===== src/rtl/dff_arb_pkg.sv =====
// Shared types, constants and the round-robin pick function for the
// write arbiter that owns the 8-bit enable register.
package dff_arb_pkg;

    typedef enum logic {
        ARB_IDLE,
        ARB_GRANT
    } arb_state_t;

    localparam int ARB_N_REQ_MAX = 4;
    localparam int ARB_WIDTH     = 8;

    // Returns the first set request bit at or above ptr, wrapping at n_req.
    // Bits at or above n_req are never considered.
    function automatic logic [1:0] rr_winner(
        input logic [ARB_N_REQ_MAX-1:0] req,
        input logic [1:0]               ptr,
        input int                       n_req
    );
        logic [1:0] win;
        logic       found;
        int         idx;
        win   = '0;
        found = 1'b0;
        for (int i = 0; i < ARB_N_REQ_MAX; i++) begin
            idx = (int'(ptr) + i) % n_req;
            if (!found && (i < n_req) && req[idx]) begin
                win   = idx[1:0];
                found = 1'b1;
            end
        end
        return win;
    endfunction

endpackage


===== src/rtl/dff_write_arbiter_en_reg.sv =====
// Plain load-enable register with synchronous active-high reset; this is
// the shared register whose d/en only the arbiter may drive.
module en_reg #(
    parameter int WIDTH = 8
) (
    input  logic             clk,
    input  logic             rst,
    input  logic             en,
    input  logic [WIDTH-1:0] d,
    output logic [WIDTH-1:0] q
);

    // Load d when enabled, otherwise hold the current contents.
    always_ff @(posedge clk) begin
        if (rst) begin
            q <= '0;
        end else if (en) begin
            q <= d;
        end
    end

endmodule


===== src/rtl/dff_write_arbiter.sv =====
// Round-robin write arbiter: picks one requester in IDLE, pulses its grant
// for one cycle and loads its data into the shared register on that cycle.
module dff_write_arbiter
    import dff_arb_pkg::*;
#(
    parameter int N_REQ = ARB_N_REQ_MAX,
    parameter int WIDTH = ARB_WIDTH
) (
    input  logic                   clk,
    input  logic                   rst,
    input  logic [N_REQ-1:0]       req,
    input  logic [N_REQ*WIDTH-1:0] wdata,
    output logic [N_REQ-1:0]       gnt,
    output logic [WIDTH-1:0]       q,
    output logic [1:0]             owner,
    output logic                   busy
);

    arb_state_t               state;
    arb_state_t               state_next;
    logic [N_REQ-1:0]         gnt_next;
    logic [1:0]               sel;
    logic [1:0]               sel_next;
    logic [1:0]               ptr;
    logic [1:0]               ptr_next;
    logic [1:0]               owner_next;
    logic [ARB_N_REQ_MAX-1:0] req_pad;
    logic [1:0]               winner;
    logic                     reg_en;
    logic [WIDTH-1:0]         reg_d;

    // Widen req to the package maximum so the shared pick function can be used.
    always_comb begin
        req_pad             = '0;
        req_pad[N_REQ-1:0]  = req;
    end

    assign winner = rr_winner(req_pad, ptr, N_REQ);

    // Register write happens during GRANT using the latched selection, so
    // req changes in that cycle cannot affect which data is written.
    assign reg_en = (state == ARB_GRANT);
    assign reg_d  = wdata[sel*WIDTH +: WIDTH];
    assign busy   = (state == ARB_GRANT);

    // Next-state and next-value logic for the IDLE/GRANT sequencer.
    always_comb begin
        state_next = state;
        gnt_next   = gnt;
        sel_next   = sel;
        ptr_next   = ptr;
        owner_next = owner;
        case (state)
            ARB_IDLE: begin
                if (|req) begin
                    state_next = ARB_GRANT;
                    gnt_next   = {{(N_REQ-1){1'b0}}, 1'b1} << winner;
                    sel_next   = winner;
                end
            end
            ARB_GRANT: begin
                state_next = ARB_IDLE;
                gnt_next   = '0;
                owner_next = sel;
                ptr_next   = (sel == 2'(N_REQ-1)) ? 2'd0 : sel + 2'd1;
            end
            default: begin
                state_next = ARB_IDLE;
                gnt_next   = '0;
            end
        endcase
    end

    // State, grant, selection, pointer and owner registers.
    always_ff @(posedge clk) begin
        if (rst) begin
            state <= ARB_IDLE;
            gnt   <= '0;
            sel   <= '0;
            ptr   <= '0;
            owner <= '0;
        end else begin
            state <= state_next;
            gnt   <= gnt_next;
            sel   <= sel_next;
            ptr   <= ptr_next;
            owner <= owner_next;
        end
    end

    en_reg #(
        .WIDTH(WIDTH)
    ) u_en_reg (
        .clk(clk),
        .rst(rst),
        .en (reg_en),
        .d  (reg_d),
        .q  (q)
    );

endmodule

===== config.mk =====
export PLATFORM = sky130hd
export DESIGN_NAME = dff_write_arbiter
export DESIGN_NICKNAME = d
export VERILOG_FILES = /design/src/rtl/dff_arb_pkg.sv /design/src/rtl/dff_write_arbiter_en_reg.sv /design/src/rtl/dff_write_arbiter.sv
export SDC_FILE = /design/constraint.sdc
export NUM_CORES = 1
export LEC_CHECK = 0
export CAP_MARGIN = 20
export CORE_ASPECT_RATIO = 1.75
export CORE_MARGIN = 2
export CORE_UTILIZATION = 39
export DETAILED_ROUTE_END_ITERATION = 10
export PLACE_DENSITY = 0.88
export SLEW_MARGIN = 20
export SYNTH_ARGS = -nofsm -noshare
export SYNTH_HDL_FRONTEND = slang
export SYNTH_SLANG_ARGS = --single-unit

===== constraint.sdc =====
create_clock -name clk -period 1.77 [get_ports clk]
set_input_delay 0.354 -clock clk [delete_from_list [all_inputs] [get_ports clk]]
set_output_delay 0.354 -clock clk [all_outputs]
set_load 0.01 [all_outputs]

==> out/metrics.yaml <==
track_usage_pct: 18.46
route.met3.wl_um: 295
cts_htree_levels: 1
num_rows: 24
final.setup_skew_ns: 0.002717
worst_slew_pin_slew_ns: 0.4542
via_count_of_the_routed_design: 939
syn_area_per_cell_um2: 11.26
cts_max_path_buffers: 2
fin_total_pwr_w: 0.001107
tritoncts: "done"
wire_per_inst_um: 15.78
synthesis.area_mm2: 0.001025
half_perimeter_wire_length_after_detailed_placement_mm: 2.278
peakVddDrop_mv: 0.5264
clock_insertion_delay_worst_skew_ns: 0.25
setup_violations: 0
clkSinkCount: 19
placeableCoreArea_mm2: 0.002492
vias_per_cell: 5.366
final-seq-area_um2: 380.4
first_iter_violations: 10
final_net_count: 189
grt_start_max_net_pins: 18
synth.ff_latch_count: 19
synth.net_count: 130
final_core_utilization_pct: 66.62
drt_pass1_iterations: 4
post-route-drc-count: 0
power_density_relative_to_cell_area_mw_per_mm2: 666.6
grt_setup_unrepaired: "no"
dpl_cell_area_mm2: 0.001614
post_cts_buffers: 0
postSynthCellCount: 91
hold_viol: 0
status: "complete, no violations"
area_growth_syn_to_layout_pct: 62.03
worst_hold_slack_ns: 0.4866
post_route_cells_drive_above_1_share_pct: 16.78
route.met2.wl_mm: 1.424
clock_tree.root_cell: "clkbuf_8"
cts-buffers-inserted: 3
die_height_um: 71.81
floorplan.initialDensity_pct: 41.11
count_of_final_max_slew_check_failures: 0
clk_pin_slew_ns: 0.07
critPathKind: "input pin to register"
share_of_the_yosys_chip_area_belonging_to_registers_pct: 37.12
timing.critical_path.from_type: "input pin"
final_period_util_pct: 90.17
num-fill-cells: 204
max_clock_freq_mhz: 626.6
worst-r2r-setup-slack_ns: 0.28
ys_types: 31
synth_warnings: 0
antenna_found_initial: 0
post-route-min-period_ns: 1.596
worst-path-max-fanout: 5
grt-ovfl-total: 0
total_routed_wirelength_mm: 2.762
postLayoutCellArea_mm2: 0.001660
final_antenna_violating_net_count: 0
timing.critical_path.arrival_ns: 1.74
reported_max_cap_violation_count: 0
design.die.area_mm2: 0.003070
globalplace.congestion: 0.7802
dieWidth_um: 42.75
routedLengthMet1_mm: 1.019
leakage_nw: 0.6311
grt_pass1_vias: 995
multi_input_area_um2: 604.3
worst_ep_required_time_ns: 1.92
portBuffers: 52
cts_hold_buffers: 0
final_common_cell: "clkdlybuf4s50_1"
top_level_ports: 53
grt_pass1_wl_mm: 4.388
uppermost_layer_routed: "met4"
setup.worst_path.end_class: "register"
cts-resized-gates: 0
worst_slew_margin_rel_pct: 69.68
insertedDiodeCount: 0
commonest_non_fill_non_tap_cells_in_the_layout: "clkdlybuf4s50_1 (52), dfxtp_1 (19), nor2_1 (17)"
worst_hold_path_type: "register to register"
[kinds of logic after synthesis]
family	share of synthesized area [%]
simple gates	14.90
mux	31.38
flops	37.12
compound gates	11.48
buf+inv	3.906
fa+ha+maj	1.221
[routing by layer]
layer  GRT usage, %  up-vias
met5              0        -
met4          5.208        0
met3          7.305        2
met2          33.33       49
met1          19.14      432
li1               -      456
[synth_stat cells]
cell type  count  area, µm²
o22ai_1        1      6.260
o211ai_1       1      7.510
o41ai_1        1      8.760
o21ai_0        1      5.000
o31ai_1        1      7.510
dfxtp_1       19      380.4
clkbuf_8       1      13.76
buf_2          3      15.01
nor3_1         1      5.000
nand2b_1       2      12.51
o41ai_2        1      16.27
mux4_2         5      112.6
nand2b_2       1      8.760
inv_1          1      3.750
nand3_1        4      20.02
a21boi_2       1      11.26
o21bai_1       1      7.510
nor4_4         1      21.27
ha_1           1      12.51
a21oi_1        2      10.01
nand2_1        1      3.750
or3_4          1      11.26
o21ai_2        1      8.760
clkbuf_1       2      7.510
nor2_1        17      63.81
mux2i_1       13      130.1
mux4_1         3      78.83
o21a_1         1      7.510
nor2b_1        1      6.260
o31ai_2        1      12.51
a21o_2         1      8.760
[worst max-delay path, cell delays in order]
cell	delay (ns)
clkdlybuf4s50_1	0.51
a21o_2	0.27
a21boi_2	0.20
o21ai_2	0.09
o41ai_1	0.33
[flip-flops by register name (all words and copies together) (netlist names)]
name,count
gnt,4
busy,1
ptr,2
sel,2
owner,2
u_en_reg.q,8
[through the flow]
stage | worst slack (ns) | TNS [ns] | cells
after floorplan | 0.3859 | 0 | 91
after global placement | 0.01508 | 0 | 171
after detailed placement | -0.1012 | -0.1841 | 171
after CTS | 0.1610 | 0 | 175
after global routing | 0.07556 | 0 | 175
final | 0.1740 | 0 | 175
[worst paths after layout]
path	from	to	cells past startpoint
hold reg to reg	gnt[0]$_SDFFE_PP0P_	gnt[0]$_SDFFE_PP0P_	2
setup reg to reg	sel[0]$_SDFFE_PP0P_	u_en_reg.q[1]$_SDFFE_PP0P_	4
hold / removal	gnt[0]$_SDFFE_PP0P_	gnt[0]$_SDFFE_PP0P_	2
setup / recovery	req[0]	gnt[2]$_SDFFE_PP0P_	5
[where the power goes]
group / leakage [nW] / switching (W) / internal (W) / total (W)
logic: 0.450 / 0.000118 / 0.000211 / 0.000329
registers: 0.156 / 0.0000266 / 0.000459 / 0.000486
clock network: 0.0255 / 0.000136 / 0.000156 / 0.000292
[layout make-up]
type | instances | area share (%)
Clock buffer | 3 | 2.487
Clock inverter | 1 | 0.3014
Inverter | 1 | 0.2261
Multi-Input combinational cell | 65 | 36.40
Sequential cell | 19 | 22.91
Tap cell | 26 | 1.959
Timing Repair Buffer | 60 | 35.72
Note: power is estimated with default switching activity, not from simulation.
